==> config.mk <==
export PLATFORM = sky130hd
export DESIGN_NAME = teclado_scanner
export DESIGN_NICKNAME = d
export VERILOG_FILES = /design/src/rtl/teclado_scanner.sv
export SDC_FILE = /design/constraint.sdc
export NUM_CORES = 1
export LEC_CHECK = 0
export ABC_CLOCK_PERIOD_IN_PS = 6600
export CAP_MARGIN = 20
export CORE_MARGIN = 2
export CORE_UTILIZATION = 45
export CTS_CLUSTER_SIZE = 8
export DETAILED_ROUTE_END_ITERATION = 6
export HOLD_SLACK_MARGIN = 0.03
export SKIP_CTS_REPAIR_TIMING = 1
export SLEW_MARGIN = 0
export SYNTH_ARGS = -nofsm -noshare
export SYNTH_HDL_FRONTEND = slang
export SYNTH_SLANG_ARGS = --single-unit
==> constraint.sdc <==
create_clock -name clk -period 6.6 [get_ports clk]
set_input_delay 1.98 -clock clk [delete_from_list [all_inputs] [get_ports clk]]
set_output_delay 1.98 -clock clk [all_outputs]
set_load 0.02 [all_outputs]
==> src/rtl/teclado_scanner.sv <==
// 4x4 keypad scanner with debounce and encoding into the tecla/tipo code pair.
// Define TECLADO_HEX_EN to turn the * key into a hex-shift toggle (modo_hex).
module teclado_scanner #(
  parameter int SCAN_DIV   = 50000,
  parameter int DEB_CYCLES = 500000
) (
  input  logic       clk,
  input  logic       rst_n,
  input  logic [3:0] columnas,
  output logic [3:0] fila,
  output logic [3:0] tecla,
  output logic       tipo,
  output logic       valido,
  output logic       ocupado,
  output logic       modo_hex
);

  localparam int DW = $clog2(SCAN_DIV);
  localparam int CW = (DEB_CYCLES > 2) ? $clog2(DEB_CYCLES) : 1;
  localparam logic [DW-1:0] DWELL_LAST = DW'(SCAN_DIV - 1);
  localparam logic [CW-1:0] CNT_LAST   = CW'(DEB_CYCLES - 1);

  typedef enum logic [2:0] {SCAN, DEBOUNCE, EMIT, HOLD, RELEASE} state_t;

  state_t          state;
  logic [3:0]      col_meta;
  logic [3:0]      cs;
  logic [1:0]      row;
  logic [1:0]      cap_col;
  logic [DW-1:0]   dwell;
  logic [CW-1:0]   cnt;
  logic            col_low;
  logic [4:0]      code;

  function automatic logic [3:0] drive(input logic [1:0] r);
    drive = ~(4'b0001 << r);
  endfunction

  function automatic logic [1:0] lowest_low(input logic [3:0] c);
    if (!c[0])      lowest_low = 2'd0;
    else if (!c[1]) lowest_low = 2'd1;
    else if (!c[2]) lowest_low = 2'd2;
    else            lowest_low = 2'd3;
  endfunction

  // Returns {tipo, tecla} for the key at (r, c); hex only affects A..D and #.
  function automatic logic [4:0] encode(input logic [1:0] r, input logic [1:0] c,
                                        input logic hex);
    case ({r, c})
      4'd0:    encode = 5'h11;
      4'd1:    encode = 5'h12;
      4'd2:    encode = 5'h13;
      4'd3:    encode = hex ? 5'h1A : 5'h00;
      4'd4:    encode = 5'h14;
      4'd5:    encode = 5'h15;
      4'd6:    encode = 5'h16;
      4'd7:    encode = hex ? 5'h1B : 5'h01;
      4'd8:    encode = 5'h17;
      4'd9:    encode = 5'h18;
      4'd10:   encode = 5'h19;
      4'd11:   encode = hex ? 5'h1C : 5'h02;
      4'd12:   encode = 5'h04;
      4'd13:   encode = 5'h10;
      4'd14:   encode = hex ? 5'h1E : 5'h06;
      default: encode = hex ? 5'h1D : 5'h03;
    endcase
  endfunction

  assign col_low = ~cs[cap_col];
  assign code    = encode(row, cap_col, modo_hex);

`ifndef TECLADO_HEX_EN
  assign modo_hex = 1'b0;
`endif

  always_ff @(posedge clk or negedge rst_n) begin
    if (!rst_n) begin
      col_meta <= 4'hF;
      cs       <= 4'hF;
      state    <= SCAN;
      row      <= 2'd0;
      cap_col  <= 2'd0;
      dwell    <= '0;
      cnt      <= '0;
      fila     <= 4'b1110;
      tecla    <= 4'h0;
      tipo     <= 1'b0;
      valido   <= 1'b0;
      ocupado  <= 1'b0;
`ifdef TECLADO_HEX_EN
      modo_hex <= 1'b0;
`endif
    end else begin
      col_meta <= columnas;
      cs       <= col_meta;
      valido   <= 1'b0;
      case (state)
        SCAN: begin
          if (dwell == DWELL_LAST) begin
            dwell <= '0;
            if (cs != 4'hF) begin
              cap_col <= lowest_low(cs);
              ocupado <= 1'b1;
              cnt     <= '0;
              state   <= DEBOUNCE;
            end else begin
              row  <= row + 2'd1;
              fila <= drive(row + 2'd1);
            end
          end else begin
            dwell <= dwell + DW'(1);
          end
        end
        DEBOUNCE: begin
          // Row stays frozen here, so row is also the captured row.
          if (!col_low) begin
            ocupado <= 1'b0;
            cnt     <= '0;
            row     <= row + 2'd1;
            fila    <= drive(row + 2'd1);
            state   <= SCAN;
          end else if (cnt == CNT_LAST) begin
            cnt   <= '0;
            state <= EMIT;
          end else begin
            cnt <= cnt + CW'(1);
          end
        end
        EMIT: begin
          state <= HOLD;
`ifdef TECLADO_HEX_EN
          if ({row, cap_col} == 4'd12) begin
            modo_hex <= ~modo_hex;
          end else begin
            {tipo, tecla} <= code;
            valido        <= 1'b1;
          end
`else
          {tipo, tecla} <= code;
          valido        <= 1'b1;
`endif
        end
        HOLD: begin
          if (!col_low) begin
            cnt   <= '0;
            state <= RELEASE;
          end
        end
        RELEASE: begin
          if (col_low) begin
            state <= HOLD;
          end else if (cnt == CNT_LAST) begin
            cnt     <= '0;
            ocupado <= 1'b0;
            row     <= row + 2'd1;
            fila    <= drive(row + 2'd1);
            state   <= SCAN;
          end else begin
            cnt <= cnt + CW'(1);
          end
        end
        default: state <= SCAN;
      endcase
    end
  end

endmodule

# == Word-level counts from Yosys, hierarchy flattened ==
# Index checks and enable logic that the tools add are counted.
# classes
n_addsub,3
magnitude_cmp,1
n_eq_ne,30
shifts,1
muxes,41
n_bitwise,1
reduce_logical,9
# ops
cell,n
two-way mux 19 bit,6
case mux 19 bit (4 select lines),1
case mux 5 bit (15 select lines),1
equality test 4 bit (second input constant),7
two-way mux 3 bit,7
two-way mux 4 bit,5
adder 19 x 1 -> 19 bit (second input constant),1
equality test 19 bit (second input constant),1
adder 16 x 1 -> 16 bit (second input constant),1
equality test 16 bit (second input constant),1
equality test 4 x 3 -> 1 bit (second input constant),4
two-way mux 16 bit,1
case mux 3 bit (5 select lines),1
two-way mux 2 bit,7
inequality test 2 bit (second input constant),7
case mux 4 bit (3 select lines),1
AND reduction 6 bit,2
AND reduction 5 bit,2
equality test 4 x 2 -> 1 bit (second input constant),2
two-way mux 1 bit,8
equality test 3 x 2 -> 1 bit (second input constant),2
inequality test 3 bit (second input constant),2
case mux 2 bit (3 select lines),1
equality test 4 x 1 -> 1 bit (second input constant),1
other kinds (14),14
# word_totals
ff_bits,61
input_bits,6
out_inout_bits,12
elab_cells,98

# == Logic depth before layout (Yosys ltp) ==
# logic_depth
word_depth,6
mapped_depth,9
ltp_nobuf,8

# == Worst setup path after synthesis ==
# Ideal clock, no wire load.
# synth_path
path_type,register to output
start,reg fila[1]
end,out fila[1]
t_arrival_ns,0.563
required_time_ns,4.620
path_slack_ns,4.057
path_stages_with_launch,1
n_path_buf,0
cell_sequence,dfstp_2
# synth_lines
item,line,source
"start, declared",10,"output logic [3:0] fila,"
"start signal, assigned",108,fila <= drive(row + 2'd1);
"start signal, assigned",120,fila <= drive(row + 2'd1);
"start signal, assigned",156,fila <= drive(row + 2'd1);
# No word-level cell between the ends.

# == Final worst setup path ==
# layout_path
start,reg fila[1]
end,out fila[1]
# No word-level cell between the ends.

==> out/results.md <==
| Item | Reported |
|:---|:---|
| NumNets Final | 371 |
| Yosys Warn Count | 0 |
| Maximum vdd drop | 0.182 mV |
| Via-per-instance ratio | 5.50 |
| Depth of the most critical reg-to-reg path | 6 |
| HPWL after DPL | 4170 um |
| Max-slew headroom at the worst pin | 0.488 |
| Share of the yosys chip area belonging to registers | 0.480 |
| Dominant register cell in the synthesized netlist | sky130_fd_sc_hd__dfrtp_1 |
| Critical path's top delay family | buffers and inverters |
| Distinct cell type count of the synthesized netlist | 50 |
| Buffers from clock root to sink, at most | 2 |
| Post-layout utilization of the core | 0.537 |
| P&R area growth vs syn | 14.9% |
| Path type of the worst setup path | flip-flop to output port |
| Total negative slack | 0 ps |
| Total inserted antenna cells | 0 |
| Critical Path, Cell by Cell | clkdlybuf4s50_1 |
| Final worst-path setup slack | 3140 ps |
| Number of nets produced by synthesis | 356 |
| First-pass GRT wire length | 11200 um |
| Power density of the placed cells | 216 nW/um^2 |
| Antenna violation net count after detailed routing | 0 |
| Ranking of synthesized cells by area | sky130_fd_sc_hd__dfrtp_1 (39%), sky130_fd_sc_hd__dfstp_2 (9.0%), sky130_fd_sc_hd__o21ai_0 (7.2%) |
| Number of synthesized register bits | 61 |
| Final Hold Vio Count | 0 |
| Crit path largest cell delay | 590 ps |
| Maximum clock frequency | 289 MHz |
| CTS tree | built |
| Count of clock tree sinks | 61 |
| Count of port buffers added during placement | 16 |
| Setup slack on the worst flop-to-flop path | 3710 ps |
| Root buffer selected by CTS | sky130_fd_sc_hd__clkbuf_8 |
| Crit Reg-Reg Startpoint | dwell[10] |
| Switching pwr | 0.000165 W |
| Critical Path RT | 4620 ps |
| Area inside the core boundary | 6870 sq um |
| Level count of the clock H-tree | 3 |
| Full die area | 7830 sq um |
| Actual slew at the worst max-slew pin | 769 ps |
| Proportion of layout cells with a drive suffix above 1 | 0.110 |
| Number of design-rule violations left by the first detailed-router iteration | 100 |
| Setup-failing EPs final | 0 |
| # Max-Cap Violations | 0 |
| Share of synthesized registers carrying an async set or reset | 1.00 |
| Final critical delay including setup and external delays | 3460 ps |
| Switching share of power | 0.206 |
| Worst r2r dst | cnt[4] |
| Slowest cell on the critical path | sky130_fd_sc_hd__clkdlybuf4s50_1 |
| Remaining Overflow, GRT | 0 |
| Number of remaining DRC errors | 0 |
| Pin count of the biggest net entering global routing | 62 |
| Cell types with the highest counts after synthesis | sky130_fd_sc_hd__dfrtp_1 (50), sky130_fd_sc_hd__o21ai_0 (46), sky130_fd_sc_hd__nand2_1 (32) |
| Count of buffering cells on the critical path with inverters included | 1 |
| Area share of the largest cell type after synthesis | 0.390 |
| Number of placed cells counting well taps | 443 |
| Row count | 30 |
| Total via count after detailed routing | 2523 |
| Die outline width | 88.5 um |
| Most numerous cell in the Yosys netlist | sky130_fd_sc_hd__dfrtp_1 |
| Kind of end point of the critical path | output port |
| Clk network pwr share | 0.507 |
| Clock buffers created by TritonCTS | 9 |
| Top-Level Pins | 18 |
| Y dimension of the die | 88.5 um |
| Worst hold slack | 353 ps |
| Global router's overall resource usage | 0.185 |
| Classification of the worst-slack hold path | flip-flop to flip-flop |
| Number of cells produced by synthesis | 343 |
| Post-place setup slack | 3520 ps |
| Post-synthesis cell area | 3210 sq um |
| Iteration count of the initial detailed-routing pass | 4 |
| Kind of start point of the critical path | flip-flop |
| Routed Wire Length | 6380 um |
| Average detailed-routed wire length per instance | 13.9 um |
| Timing startpoint of the critical path | fila[1] |
| Number of antenna violations at the first check in global routing | 0 |
| Sequential group share of total power | 0.476 |
| Internal | 0.000633 W |
| Clk_skew | 10.2 ps |
| Initial Util | 0.468 |
| Final number of max-transition violations | 0 |
| Combinational share of power | 0.016 |
| Crit path arrival time | 1480 ps |
| Global placer's final weighted congestion | 0.782 |
| Mapped Avg Cell Area | 9.36 sq um |
| Run status | finished clean |
| Leakage power of the design | 1.53 nW |
| Fillers | 625 |
| Yosys top cell by area | sky130_fd_sc_hd__dfrtp_1 |
| Timing endpoint of the critical path | fila[1] |
| Largest driver fanout on the critical path | 2 |
| Number of global-route vias before repair | 2415 |
| Share of the clock period used by the worst path after layout | 0.524 |
| Number of flops mapped to enable cells by yosys | 0 |
| Clock latency on the worst-skew pair | 350 ps |
| Non-filler cells, final | 459 |
| Critical path depth | 1 |
| Setup repair after global routing missed its margin | no |
| Clock transition at the register clock pins on the worst setup and hold paths after CTS | 70 ps |
## registers in the layout, indices dropped and copies added (netlist names)
| signal | count |
|---|---|
| cnt | 19 |
| dwell | 16 |
| col_meta | 4 |
| cs | 4 |
| fila | 4 |
| tecla | 4 |
| state | 3 |
| cap_col | 2 |
| row | 2 |
| ocupado | 1 |
| tipo | 1 |
| valido | 1 |
## worst min path at each step
| stage | startpoint | to | slack (ps) | depth (start not counted) |
|---|---|---|---|---|
| after floorplan | col_meta[0] | cs[0] | 350 | 0 |
| after global placement | col_meta[1] | cs[1] | 350 | 0 |
| after detailed placement | col_meta[3] | cs[3] | 350 | 0 |
| after CTS | col_meta[3] | cs[3] | 350 | 0 |
| after global routing | col_meta[3] | cs[3] | 360 | 0 |
| final | col_meta[3] | cs[3] | 350 | 0 |
## cells in the final DEF, fill, tap and decap left out, types with 3 or more instances in the layout
master	count
sky130_fd_sc_hd__xor2_1	3
sky130_fd_sc_hd__a21oi_1	14
sky130_fd_sc_hd__nand3_1	15
sky130_fd_sc_hd__nor4_1	3
sky130_fd_sc_hd__clkdlybuf4s50_1	15
sky130_fd_sc_hd__bufinv_16	3
sky130_fd_sc_hd__inv_1	15
sky130_fd_sc_hd__o21ai_0	46
sky130_fd_sc_hd__mux2_2	3
sky130_fd_sc_hd__xnor2_1	5
sky130_fd_sc_hd__a31oi_1	8
sky130_fd_sc_hd__o41ai_1	4
sky130_fd_sc_hd__and3_1	9
sky130_fd_sc_hd__nand3b_1	5
sky130_fd_sc_hd__mux2i_1	6
sky130_fd_sc_hd__nor2b_1	6
sky130_fd_sc_hd__clkbuf_8	9
sky130_fd_sc_hd__o22ai_1	3
sky130_fd_sc_hd__nand4_1	8
sky130_fd_sc_hd__nand2b_1	3
sky130_fd_sc_hd__dfstp_2	11
sky130_fd_sc_hd__buf_4	4
sky130_fd_sc_hd__dfrtp_1	50
sky130_fd_sc_hd__nor3_1	3
sky130_fd_sc_hd__ha_1	7
sky130_fd_sc_hd__nor2_1	25
sky130_fd_sc_hd__and2_1	3
sky130_fd_sc_hd__nand2_1	32
sky130_fd_sc_hd__a22oi_1	3
sky130_fd_sc_hd__o31ai_1	11
## final cells by class
class	instances	area, sq um	share of cell area
Sequential cell	61	1540	0.417
Tap cell	96	120	0.0325
Timing Repair Buffer	20	185	0.0502
Inverter	15	56.3	0.0153
Clock inverter	6	111	0.0302
Multi-Input combinational cell	251	1550	0.420
Clock buffer	10	128	0.0346
## metrics by stage
step	power, W	instance area (sq um)
final	0.000797	3690
after global placement	0.000400	3450
after global routing	0.000826	3690
after floorplan	0.000389	3210
after detailed placement	0.000400	3450
after CTS	0.000811	3690
## power by group through the flow
stage	clock network (W)	logic (W)	registers [W]
after global placement	0	0.0000137	0.000387
after floorplan	0	0.00000320	0.000386
after global routing	0.000431	0.0000154	0.000380
after detailed placement	0	0.0000137	0.000387
final	0.000405	0.0000129	0.000380
after CTS	0.000417	0.0000138	0.000380
## cell families after synthesis
kind of cell / after synthesis / synth area share
and+or+nand+nor: 128 / 0.218
AOI/OAI and AO/OA: 97 / 0.178
DFF: 61 / 0.480
buffers and inverters: 31 / 0.0378
muxes: 10 / 0.0362
xor gates and xnor gates: 8 / 0.0218
adders and majority gates: 7 / 0.0273
other: 1 / 0.00117
## per-layer routing
layer,track usage,routed length (um)
met1,0.254,3210
met2,0.282,2860
met3,0.0345,194
met4,0.0882,117
met5,0,0
Power figures use the tool's default switching activity.
